`config.mk`:
```
export PLATFORM = sky130hd
export DESIGN_NAME = martimed_fifo
export DESIGN_NICKNAME = d
export VERILOG_FILES = /design/src/rtl/martimed_pkg.sv /design/src/rtl/martimed_ram.sv /design/src/rtl/martimed_fifo.sv
export SDC_FILE = /design/constraint.sdc
export NUM_CORES = 1
export LEC_CHECK = 0
export ABC_AREA = 1
export CORE_MARGIN = 5
export CORE_UTILIZATION = 35
export CTS_CLUSTER_DIAMETER = 40
export DETAILED_ROUTE_END_ITERATION = 8
export PLACE_DENSITY = 0.53
export SYNTH_ARGS = -nofsm -noshare
export SYNTH_HDL_FRONTEND = slang
export SYNTH_SLANG_ARGS = --single-unit
```
`constraint.sdc`:
```
create_clock -name clk -period 4.2 [get_ports clk]
set_input_delay 0.63 -clock clk [delete_from_list [all_inputs] [get_ports clk]]
set_output_delay 0.63 -clock clk [all_outputs]
set_load 0.1 [all_outputs]
```
`src/rtl/martimed_pkg.sv`:
```
// Shared types and helpers for the martimed timed-output FIFO.
// The entry struct here describes the default-width layout; the top rebuilds it at its own widths.
package martimed_pkg;

    localparam int DEF_DATA_W  = 16;
    localparam int DEF_DELAY_W = 7;

    typedef enum logic [0:0] {
        ST_IDLE = 1'b0,
        ST_RUN  = 1'b1
    } engine_state_e;

    typedef struct packed {
        logic [DEF_DELAY_W-1:0] delay;
        logic [DEF_DATA_W-1:0]  data;
    } entry_t;

    function automatic int level_w(input int depth);
        return $clog2(depth + 1);
    endfunction

endpackage

```
`src/rtl/martimed_ram.sv`:
```
// Simple dual-port DEPTH x WIDTH storage: synchronous write.
// The read port is either combinational or registered, selected by REG_RD.
module martimed_ram #(
    parameter int WIDTH  = 23,
    parameter int DEPTH  = 4,
    parameter int REG_RD = 0
) (
    input  logic                     i_clk,
    input  logic                     i_we,
    input  logic [$clog2(DEPTH)-1:0] i_waddr,
    input  logic [WIDTH-1:0]         i_wdata,
    input  logic [$clog2(DEPTH)-1:0] i_raddr,
    output logic [WIDTH-1:0]         o_rdata
);

    logic [WIDTH-1:0] r_mem [DEPTH];

    always_ff @(posedge i_clk) begin
        if (i_we) begin
            r_mem[i_waddr] <= i_wdata;
        end
    end

    generate
        if (REG_RD != 0) begin : g_reg_rd
            logic [WIDTH-1:0] r_q;
            always_ff @(posedge i_clk) begin
                r_q <= r_mem[i_raddr];
            end
            assign o_rdata = r_q;
        end else begin : g_comb_rd
            assign o_rdata = r_mem[i_raddr];
        end
    endgenerate

endmodule

```
`src/rtl/martimed_fifo.sv`:
```
// Timed-output FIFO: each entry's data is strobed out its delay plus one cycle after the previous output.
// Define MARTIMED_DIRECT_EN to build the direct pass-through path and its collision detection.
module martimed_fifo
    import martimed_pkg::*;
#(
    parameter int DATA_W  = 16,
    parameter int DELAY_W = 7,
    parameter int DEPTH   = 4,
    parameter int AFULL   = DEPTH - 1
) (
    input  logic                        clk,
    input  logic                        rst,
    input  logic [DATA_W-1:0]           data_i,
    input  logic [DELAY_W-1:0]          delay_i,
    input  logic                        valid_i,
    input  logic                        direct_i,
    input  logic                        halt_i,
    output logic [DATA_W-1:0]           data_o,
    output logic                        stb_o,
    output logic [level_w(DEPTH)-1:0]   level_o,
    output logic                        empty_o,
    output logic                        full_o,
    output logic                        afull_o,
    output logic                        err_o,
    output engine_state_e               dbg_state_o
);

    localparam int AW = $clog2(DEPTH);
    localparam int LW = level_w(DEPTH);
    localparam int EW = DELAY_W + DATA_W;

    typedef struct packed {
        logic [DELAY_W-1:0] delay;
        logic [DATA_W-1:0]  data;
    } fifo_entry_t;

    logic [AW-1:0]      r_wr_ptr, r_rd_ptr;
    logic [LW-1:0]      r_level, w_level_nxt;
    logic               r_empty, r_full, r_afull, r_err;
    engine_state_e      r_state, w_state_nxt;
    logic [DELAY_W-1:0] r_cnt, w_cnt_nxt;
    logic [DATA_W-1:0]  r_held, w_held_nxt;
    logic [DATA_W-1:0]  r_last, w_data_out;
    logic               w_push, w_pop, w_fire, w_stb, w_collide;
    logic               w_dir_stb;
    logic [DATA_W-1:0]  w_dir_data;
    logic [EW-1:0]      w_rd_word;
    fifo_entry_t        w_head, w_wr_entry;

    assign w_wr_entry = {delay_i, data_i};
    assign w_head     = w_rd_word;
    // Writes are gated by the registered full flag, so a same-cycle pop cannot rescue them.
    assign w_push     = valid_i & ~r_full;

    martimed_ram #(
        .WIDTH (EW),
        .DEPTH (DEPTH),
        .REG_RD(0)
    ) u_ram (
        .i_clk  (clk),
        .i_we   (w_push),
        .i_waddr(r_wr_ptr),
        .i_wdata(w_wr_entry),
        .i_raddr(r_rd_ptr),
        .o_rdata(w_rd_word)
    );

`ifdef MARTIMED_DIRECT_EN
    logic              r_dir_stb;
    logic [DATA_W-1:0] r_dir_data;

    always_ff @(posedge clk) begin
        if (rst) begin
            r_dir_stb  <= 1'b0;
            r_dir_data <= '0;
        end else begin
            r_dir_stb  <= direct_i;
            r_dir_data <= data_i;
        end
    end

    assign w_dir_stb  = r_dir_stb;
    assign w_dir_data = r_dir_data;
`else
    logic w_unused_direct;
    assign w_unused_direct = direct_i;
    assign w_dir_stb       = 1'b0;
    assign w_dir_data      = '0;
`endif

    // Read engine: IDLE waits for an entry, RUN counts the held entry's delay down to its strobe.
    always_comb begin
        w_state_nxt = r_state;
        w_cnt_nxt   = r_cnt;
        w_held_nxt  = r_held;
        w_pop       = 1'b0;
        w_fire      = 1'b0;
        case (r_state)
            ST_IDLE: begin
                if (!r_empty && !halt_i) begin
                    w_pop       = 1'b1;
                    w_cnt_nxt   = w_head.delay;
                    w_held_nxt  = w_head.data;
                    w_state_nxt = ST_RUN;
                end
            end
            ST_RUN: begin
                if (!halt_i) begin
                    if (r_cnt != '0) begin
                        w_cnt_nxt = r_cnt - DELAY_W'(1);
                    end else begin
                        w_fire = 1'b1;
                        if (!r_empty) begin
                            w_pop      = 1'b1;
                            w_cnt_nxt  = w_head.delay;
                            w_held_nxt = w_head.data;
                        end else begin
                            w_state_nxt = ST_IDLE;
                        end
                    end
                end
            end
            default: w_state_nxt = ST_IDLE;
        endcase
    end

    always_ff @(posedge clk) begin
        if (rst) begin
            r_state <= ST_IDLE;
            r_cnt   <= '0;
            r_held  <= '0;
        end else begin
            r_state <= w_state_nxt;
            r_cnt   <= w_cnt_nxt;
            r_held  <= w_held_nxt;
        end
    end

    // A direct output pre-empts a coinciding timed strobe; the timed entry is still consumed.
    assign w_stb     = w_fire | w_dir_stb;
    assign w_collide = w_fire & w_dir_stb;

    always_comb begin
        w_data_out = r_last;
        if (w_dir_stb) begin
            w_data_out = w_dir_data;
        end else if (w_fire) begin
            w_data_out = r_held;
        end
    end

    assign w_level_nxt = r_level + LW'(w_push) - LW'(w_pop);

    always_ff @(posedge clk) begin
        if (rst) begin
            r_wr_ptr <= '0;
            r_rd_ptr <= '0;
            r_level  <= '0;
            r_empty  <= 1'b1;
            r_full   <= 1'b0;
            r_afull  <= 1'b0;
            r_err    <= 1'b0;
            r_last   <= '0;
        end else begin
            if (w_push) begin
                r_wr_ptr <= r_wr_ptr + AW'(1);
            end
            if (w_pop) begin
                r_rd_ptr <= r_rd_ptr + AW'(1);
            end
            r_level <= w_level_nxt;
            r_empty <= (w_level_nxt == '0);
            r_full  <= (w_level_nxt == LW'(DEPTH));
            r_afull <= (w_level_nxt >= LW'(AFULL));
            r_err   <= (valid_i & r_full) | w_collide;
            if (w_stb) begin
                r_last <= w_data_out;
            end
        end
    end

    assign data_o      = w_data_out;
    assign stb_o       = w_stb;
    assign level_o     = r_level;
    assign empty_o     = r_empty;
    assign full_o      = r_full;
    assign afull_o     = r_afull;
    assign err_o       = r_err;
    assign dbg_state_o = r_state;

endmodule
```
==> results of run 1 <==
-- flip-flops by register name, indices dropped and copies added, names as in the netlist, 2 cells and up, named ones only --
register and count:
r_rd_ptr 2, r_last 16, r_wr_ptr 2, r_cnt 7
r_held 16, u_ram.r_mem 92, level_o 3
-- per-stage QoR --
step	hold slack, ns	area, um^2
2_1_floorplan	0.444	5740
3_3_place_gp	0.449	6390
4_1_cts	0.460	7080
5_1_grt	0.475	7080
3_5_place_dp	0.449	6390
6_report	0.460	7080
-- cell usage after synthesis --
cell type	instances
o211ai_1	2
inv_4	1
buf_4	3
nor2_4	2
o22ai_1	16
xor2_1	3
buf_8	1
nand3b_1	1
o21ai_0	47
clkinv_1	1
a21oi_2	1
nand4_1	1
buf_6	3
dfxtp_1	53
clkbuf_1	11
a21oi_1	44
xnor2_1	1
edfxtp_1	92
buf_2	7
inv_2	2
inv_1	25
ha_1	7
nor2_2	3
fa_1	1
clkinv_2	1
nand2_2	3
nand3_1	13
nor2_1	73
o21ai_1	4
nand3_4	1
nand2_4	3
nand2_1	120
-- worst max path at each step --
stage                start  slack [ns]         end  cells past startpoint
2_1_floorplan  dbg_state_o        1.02  data_o[15]                      7
3_3_place_gp        halt_i        0.92     afull_o                     13
3_5_place_dp        halt_i        0.86     afull_o                     13
4_1_cts           r_cnt[0]        1.11     afull_o                     17
5_1_grt           r_cnt[0]        0.85     afull_o                     17
6_report          r_cnt[0]        1.14     afull_o                     17
-- layout make-up --
type	count	share of cell area
clock inverters	14	0.0367
repair buffers	57	0.0724
inverters	30	0.0164
clock buffers	18	0.0606
flip-flops and latches	145	0.540
multi-input cells	346	0.236
well taps	216	0.0381
-- tightest hold or removal path: cells and delay by family, from the launching register on --
family / cells / cell delay, ns
DFF: 1 / 0.32
and+or+nand+nor: 2 / 0.10
-- kinds of logic (layout without fill, tap and decap cells) --
kind of cell               Yosys count  count (layout)  synth area share
and+or+nand+nor                    220             220             0.159
DFF                                145             145             0.666
AOI/OAI and AO/OA                  114             114             0.104
buffers and inverters               55             119            0.0460
adders and majority gates            8               8            0.0187
xor gates and xnor gates             4               4           0.00610
-- power breakdown --
group / internal (mW) / switching [mW] / leakage [nW] / total (mW)
clock: 1.17 / 0.566 / 0.330 / 1.74
combinational: 0.363 / 0.933 / 1.09 / 1.30
sequential: 1.73 / 0.0934 / 1.28 / 1.82
-- routing by layer --
metal,vias up,part of all wire
met4,0,0.018
li1,1955,-
met2,74,0.46
met1,1738,0.49
met5,-,0
met3,18,0.035
==> metrics.yaml, run 1 <==
layout:
  final-seq-area_mm2: 0.00382
  drive_gt1_frac: 0.121
  nets: 633
  final_util: 0.443
  layout_common_cells: "nand2_1, edfxtp_1, nor2_1"
  areaGrowthSynthToFinish_pct: 23.3
  diodes: 0
  stdcell_count: 826
  multi_input_area_mm2: 0.00167
  final_common_cell: "nand2_1"
  fill_cells: 1544
cts:
  path_clk_slew_ns: 0.06
  clk_latency_ns: 0.42
  cts_buffers: 17
  cts_root_buf: "clkbuf_16"
  htreeDepth: 4
  cts_resized: 0
  cts_tree: "done"
  cts_setup_buffers: 0
  ctsHoldBuffers: 0
  clk_path_buf_depth: 2
  cts_sinks: 145
detailed_routing:
  wl_um: 11700
  dr.first_iter.drc_count: 222
  avgViaCountPerCell: 4.58
  first_pass_iters: 4
  wl_per_cell_um: 14.2
  drc: 0
  ant_nets: 0
  via_count: 3785
setup_path:
  reg2reg_to: "afull_o"
  path_cells: "inv_1, ha_1, inv_1, nor2_2, nand3_4, nand2_4, nand2_4, clkinv_2, nand2_1, nand2_1, ha_1, fa_1, xnor2_1, xor2_1, nor2_1, inv_1, nand2_1"
  slowest_delay_ns: 0.38
  arrival_ns: 3.38
  rrSetupSlack_ns: 1.14
  reg2reg_depth: 17
  endpoint_kind: "register"
  cpLargestDelayFamily: "simple AND/OR/NAND/NOR gates"
  worst-path-buf-inv: 4
  reg2reg_from: "r_cnt[0]"
  crit_required_ns: 4.51
  worstSetupPathType: "reg -> reg"
  start_kind: "register"
  cp_slowest_cell: "dfxtp_1"
  worstPathMaxFanout: 21
global_routing:
  use_met3: 0.0379
  grt.total_usage: 0.127
  grt_max_degree: 48
  grt_overflow: 0
  grt_pass1_vias: 3700
  antenna_found_initial: 0
  grtUsageMet1: 0.169
  met2_usage: 0.192
  grt_pass1_wl_um: 19100
  grt.busiest_layer: "met2"
floorplan:
  die_x_um: 138
  core.rowCount: 46
  io_pins: 53
  die_h_um: 138
  core-area_mm2: 0.0160
  die_area_mm2: 0.0191
  start_util: 0.359
synthesis:
  syn-mean-instance-area_um2: 10.5
  synth.distinct_cells: 32
  yosys_warnings: 0
  synth-seq-cells: 145
  syn-num-nets: 582
  netlist.area_leader.share: 0.481
  yosys.area.top_type: "edfxtp_1"
  netlist_area_mm2: 0.00574
  syn_inst: 546
  yosysSeqAreaShare: 0.666
  synth_area_leaders: "edfxtp_1, dfxtp_1, nand2_1"
sta:
  final_hold_viol_count: 0
  max_freq_mhz: 326
  slew_violations: 0
  slew_headroom: 0.345
  finalCritPeriodShare: 0.730
  period_needed_ns: 3.06
  tightest_slew_ns: 0.979
  setup_viol: 0
  fin_ws_ns: 1.14
  tns_ns: 0
  skew_ns: 0.0102
  rsz0062_at_grt: "false"
pwr:
  powerDensity_mw_per_mm2: 685
  p_total_mw: 4.85
  power.leakage_nw: 2.70
  irDropWorstVdd_uv: 437
min_path:
  worstHoldStart: "full_o"
  holdPathStages: 2
  hp-class: "reg -> reg"
  min_to: "err_o"
place:
  dp_cells: 794
  dp_hpwl_um: 7310
  port_buffers: 51
  pre_cts_ws_ns: 0.864
  gp_congestion: 0.812
outcome:
  outcome: "finished clean"
job:
  cap_violations: 0
Note: power is estimated with default switching activity, not from simulation.
==> inputs of run 2 (changes only) <==
PLACE_DENSITY = 0.55   (was 0.53)
clock period = 2.75 ns   (was 4.2 ns; I/O delays follow)
==> metrics.yaml, run 2 (synthesized netlist as in run 1, its figures left out) <==
outcome:
  outcome: "finished clean"
floorplan:
  start_util: 0.359  # unchanged
  die_x_um: 138  # unchanged
  io_pins: 53  # unchanged
  die_h_um: 138  # unchanged
  core-area_mm2: 0.0160  # unchanged
  core.rowCount: 46  # unchanged
  die_area_mm2: 0.0191  # unchanged
layout:
  final_util: 0.449  # +0.00649
  fill_cells: 1513  # -2.0%
  layout_common_cells: "nand2_1, edfxtp_1, nor2_1"
  largest_reg_flops: 92  # unchanged
  drive_gt1_frac: 0.146  # +0.0248
  areaGrowthSynthToFinish_pct: 25.1
  fin_area_mm2: 0.00719  # +1.5%
  stdcell_count: 833  # +0.85%
  reg_top3: "u_ram.r_mem: 92 flops, r_held: 16 flops, r_last: 16 flops"
  final_common_cell: "nand2_1"
  multi_input_area_mm2: 0.00167  # +0.15%
  regMostFlops: "u_ram.r_mem"
  nets: 640  # +1.1%
  final-seq-area_mm2: 0.00383  # about the same
cts:
  cts_sinks: 145  # unchanged
  cts_root_buf: "clkbuf_16"
  cts_tree: "done"
  path_clk_slew_ns: 0.06  # about the same
  clk_latency_ns: 0.41  # about the same
  htreeDepth: 4  # unchanged
  cts_buffers: 17  # unchanged
  clk_path_buf_depth: 2  # unchanged
pwr:
  clkPwrFrac: 0.297  # -0.061
  p_total_mw: 6.88  # +42%
  power.leakage_nw: 2.73  # +1.2%
  pwr-share-seq: 0.406  # +0.031
  intPower_mw: 4.47  # +37%
  irDropWorstVdd_uv: 729  # +67%
  powerDensity_mw_per_mm2: 957  # +40%
  switching_share: 0.350  # +0.0224
  power_frac_comb: 0.296  # +0.029
  switchingPower_mw: 2.41  # +51%
setup_path:
  rrSetupSlack_ns: 0.18  # -0.95 ns
  crit_required_ns: 3.10  # -1.41 ns
  start_kind: "register"
  reg2reg_from: "r_cnt[0]"
  reg2reg_depth: 17  # unchanged
  worstSetupPathType: "reg -> reg"
  endpoint_kind: "register"
  worstPathMaxFanout: 12  # -43%
  reg2reg_to: "full_o"
  arrival_ns: 2.92  # -0.46 ns
detailed_routing:
  drc: 0  # unchanged
  wl_per_cell_um: 14.0  # -1.7%
  avgViaCountPerCell: 4.64  # +1.2%
  dr.first_iter.drc_count: 281  # +27%
  first_pass_iters: 4  # unchanged
  wl_um: 11600  # -0.89%
  via_count: 3862  # +2.0%
  ant_nets: 0  # unchanged
min_path:
  worstHoldStart: "full_o"
  min_to: "err_o"
  hp-class: "reg -> reg"
  holdPathStages: 2  # unchanged
place:
  gp_congestion: 0.797  # -1.8%
  dp_hpwl_um: 7280  # -0.46%
  dp_cells: 800  # +0.76%
  port_buffers: 51  # unchanged
  dpl_cell_area_mm2: 0.00664  # +3.9%
sta:
  tns_ns: 0  # unchanged
  max_freq_mhz: 390  # +19%
  slew_violations: 0  # unchanged
  slew_headroom: 0.517  # +0.172
  setup_viol: 0  # unchanged
  skew_ns: 0.00491  # -0.00529 ns
  final_hold_viol_count: 0  # unchanged
  rsz0062_at_grt: "true"
  tightest_slew_ns: 0.724  # -0.255 ns
  finalCritPeriodShare: 0.933  # +0.203
  period_needed_ns: 2.57  # -0.499 ns
global_routing:
  grt_max_degree: 47  # -2.1%
  grt_pass1_vias: 3800  # +2.7%
  antenna_found_initial: 0  # unchanged
  grt_overflow: 0  # unchanged
  grt.total_usage: 0.126  # -0.000632
  grt_pass1_wl_um: 19200  # +0.36%
job:
  cap_violations: 0  # unchanged
## run 2: power by group through the flow
| stage | Combinational, mW | Clock (mW) | Sequential (mW) |
|---|---|---|---|
| CTS | 2.04 | 2.09 | 2.79 |
| floorplan | 1.22 | 0 | 3.14 |
| global route | 2.26 | 2.19 | 2.83 |
| finish | 2.04 | 2.05 | 2.80 |
| detailed placement | 2.03 | 0 | 2.84 |
| global placement | 2.00 | 0 | 2.83 |
## run 2: timing repair
action	in CTS	in global routing
hold buffers	0	0
buffers inserted	0	1
resized for setup	0	2
endpoints found under the setup margin	0	10
## run 2: area by class of cell
type / count / area share
Antenna cell: 1 / 0.000348
Clock buffer: 18 / 0.0597
Clock inverter: 13 / 0.0134
Inverter: 30 / 0.0165
Multi-Input combinational cell: 346 / 0.233
Sequential cell: 145 / 0.532
Tap cell: 216 / 0.0376
Timing Repair Buffer: 64 / 0.107
## run 2: per-layer routing
layer | up-vias | GRT usage | wire [um]
li1 | 1965 | - | -
met5 | - | 0 | 0
met2 | 70 | 0.201 | 5300
met3 | 21 | 0.0441 | 563
met4 | 0 | 0.0504 | 210
met1 | 1806 | 0.158 | 5550
## run 2: worst max-delay path, cell delays in order, from the launching register on
cell	delay (ns)
dfxtp_1	0.37
inv_1	0.09
ha_1	0.19
inv_1	0.06
nor2_2	0.05
nand3_4	0.10
nand2_4	0.13
nand2_4	0.10
clkinv_2	0.06
nand2_1	0.09
nand2_1	0.07
ha_1	0.19
fa_1	0.41
xnor2_2	0.15
xor2_1	0.14
nor2_1	0.16
inv_1	0.08
nor2_1	0.08
## run 2: worst max path at each step
stage | startpoint | end | slack [ns] | depth (start not counted)
2_1_floorplan | dbg_state_o | data_o[15] | 0.18 | 7
3_3_place_gp | valid_i | afull_o | 0.13 | 13
3_5_place_dp | valid_i | afull_o | 0.10 | 13
4_1_cts | r_cnt[0] | data_o[15] | 0.11 | 11
5_1_grt | r_cnt[0] | full_o | -0.03 | 17
6_report | r_cnt[0] | full_o | 0.18 | 17
## run 2: through the flow
| step | setup WS [ns] | hold WS [ns] |
|---|---|---|
| CTS | 0.106 | 0.465 |
| detailed placement | 0.104 | 0.455 |
| floorplan | 0.176 | 0.444 |
| finish | 0.184 | 0.462 |
| global route | -0.0277 | 0.489 |
| global placement | 0.131 | 0.454 |
==> inputs of run 3 (changes only) <==
RECOVER_POWER = 100   (was not set)
==> metrics.yaml, run 3 (synthesized netlist as in run 1, its figures left out) <==
global_routing:
  grt_pass1_vias: 3800  # unchanged
  grt.total_usage: 0.126  # unchanged
  grt_pass1_wl_um: 19200  # unchanged
  grt_overflow: 0  # unchanged
  antenna_found_initial: 1  # +1
  grt_max_degree: 47  # unchanged
layout:
  nets: 640  # unchanged
  largest_reg_flops: 92  # unchanged
  areaGrowthSynthToFinish_pct: 25.1  # about the same
  stdcell_count: 832  # -0.12%
  final_common_cell: "nand2_1"
  fin_area_mm2: 0.00719  # about the same
  layout_common_cells: "nand2_1, edfxtp_1, nor2_1"
  final_util: 0.449  # about the same
  regMostFlops: "u_ram.r_mem"
  reg_top3: "u_ram.r_mem: 92 flops, r_held: 16 flops, r_last: 16 flops"
  drive_gt1_frac: 0.146  # unchanged
  diodes: 0  # -1
sta:
  period_needed_ns: 2.57  # -0.000179 ns
  tightest_slew_ns: 0.729  # +0.00520 ns
  final_hold_viol_count: 0  # unchanged
  fin_ws_ns: 0.185  # +0.000179 ns
  finalCritPeriodShare: 0.933  # about the same
  skew_ns: 0.00495  # +0.0000366 ns
  rsz0062_at_grt: "true"
  whs_ns: 0.462  # -0.00000100 ns
  slew_headroom: 0.513  # -0.00347
  max_freq_mhz: 390  # about the same
  slew_violations: 0  # unchanged
  setup_viol: 0  # unchanged
detailed_routing:
  wl_per_cell_um: 14.0  # +0.16%
  first_pass_iters: 4  # unchanged
  ant_nets: 0  # unchanged
  avgViaCountPerCell: 4.63  # -0.14%
  via_count: 3852  # -0.26%
  wl_um: 11600  # about the same
  drc: 0  # unchanged
  dr.first_iter.drc_count: 281  # unchanged
job:
  cap_violations: 0  # unchanged
cts:
  clk_path_buf_depth: 2  # unchanged
  path_clk_slew_ns: 0.06  # about the same
  cts_buffers: 17  # unchanged
  cts_tree: "done"
  htreeDepth: 4  # unchanged
  cts_root_buf: "clkbuf_16"
  cts_sinks: 145  # unchanged
  clk_latency_ns: 0.41  # about the same
floorplan:
  start_util: 0.359  # unchanged
  io_pins: 53  # unchanged
  die_h_um: 138  # unchanged
  die_area_mm2: 0.0191  # unchanged
  core-area_mm2: 0.0160  # unchanged
  core.rowCount: 46  # unchanged
  die_x_um: 138  # unchanged
min_path:
  hp-class: "reg -> reg"
  worstHoldStart: "full_o"
place:
  dp_hpwl_um: 7280  # unchanged
  gp_congestion: 0.797  # unchanged
  pre_cts_ws_ns: 0.104  # unchanged
  dpl_cell_area_mm2: 0.00664  # unchanged
  dp_cells: 800  # unchanged
  port_buffers: 51  # unchanged
setup_path:
  worstSetupPathType: "reg -> reg"
  path_cells: "inv_1, ha_1, inv_1, nor2_2, nand3_4, nand2_4, nand2_4, clkinv_2, nand2_1, nand2_1, ha_1, fa_1, xnor2_2, xor2_1, nor2_1, inv_1, nor2_1"
  start_kind: "register"
  crit_start: "r_cnt[0]"
  endpoint_kind: "register"
  cp_slowest_cell: "fa_1"
  cpMostUsedCell: "inv_1"
  crit_required_ns: 3.10  # about the same
  reg2reg_from: "r_cnt[0]"
  arrival_ns: 2.92  # about the same
  worstPathMaxFanout: 12  # unchanged
  slowest_delay_ns: 0.41  # about the same
pwr:
  power.leakage_nw: 2.74  # +0.22%
  power_frac_comb: 0.295  # about the same
  switching_share: 0.351  # about the same
  clkPwrFrac: 0.298  # about the same
  irDropWorstVdd_uv: 729  # about the same
  switchingPower_mw: 2.41  # about the same
  pwr-share-seq: 0.407  # about the same
  intPower_mw: 4.46  # -0.15%
  powerDensity_mw_per_mm2: 957  # about the same
outcome:
  outcome: "finished clean"
-- run 3: changes by cell type in the layout (fill, tap and decap cells not counted) --
cell	before	now
clkdlybuf4s50_1	26	3
dlygate4sd3_1	0	23
diode_2	1	0
-- run 3: stage by stage --
stage	power [mW]	TNS (ns)
2_1_floorplan	4.35	0
5_1_grt	7.28	-0.0277
3_3_place_gp	4.83	0
4_1_cts	6.92	0
3_5_place_dp	4.87	0
6_report	6.87	0
-- run 3: critical path, delay by kind of cell (launching register included) --
kind	cells	cell delay (ns)
xor gates and xnor gates	2	0.29
adders and majority gates	3	0.79
buffers and inverters	4	0.29
DFF	1	0.37
and+or+nand+nor	8	0.78
-- run 3: layer usage --
metal  vias to the layer above  routed length, um  GRT usage
met4                         2                193     0.0504
li1                       1963                  -          -
met5                         -                  7          0
met2                        64               5310      0.201
met3                        20                537     0.0441
met1                      1803               5580      0.158
-- run 3: repair_timing --
| item | CTS | global route |
|---|---|---|
| setup endpoints to repair | 0 | 10 |
| hold buffers | 0 | 0 |
| hold endpoints to repair | 0 | 0 |
| buffers inserted | 0 | 1 |
| resized for setup | 0 | 2 |
-- run 3: power by group through the flow --
stage                     registers, mW  clock network [mW]  logic [mW]
final                              2.80                2.05        2.03
after global placement             2.83                   0        2.00
after floorplan                    3.14                   0        1.22
after global routing               2.83                2.19        2.26
after CTS                          2.79                2.09        2.04
after detailed placement           2.84                   0        2.03
-- run 3: path summary, 6_finish.rpt --
| check | to | slack [ns] | cells after the start |
|---|---|---|---|
| worst max-delay path | full_o | 0.18 | 17 |
| worst min-delay path | err_o | 0.46 | 2 |
| worst max register to register | full_o | 0.18 | 17 |
| worst min register to register | err_o | 0.46 | 2 |
-- run 3: cell type report --
| type | instances | area [um^2] |
|---|---|---|
| flip-flops and latches | 145 | 3830 |
| clock inverters | 13 | 96.3 |
| clock buffers | 18 | 429 |
| fillers | 1514 | 8810 |
| well taps | 216 | 270 |
| multi-input cells | 346 | 1670 |
| repair buffers | 64 | 771 |
| inverters | 30 | 119 |
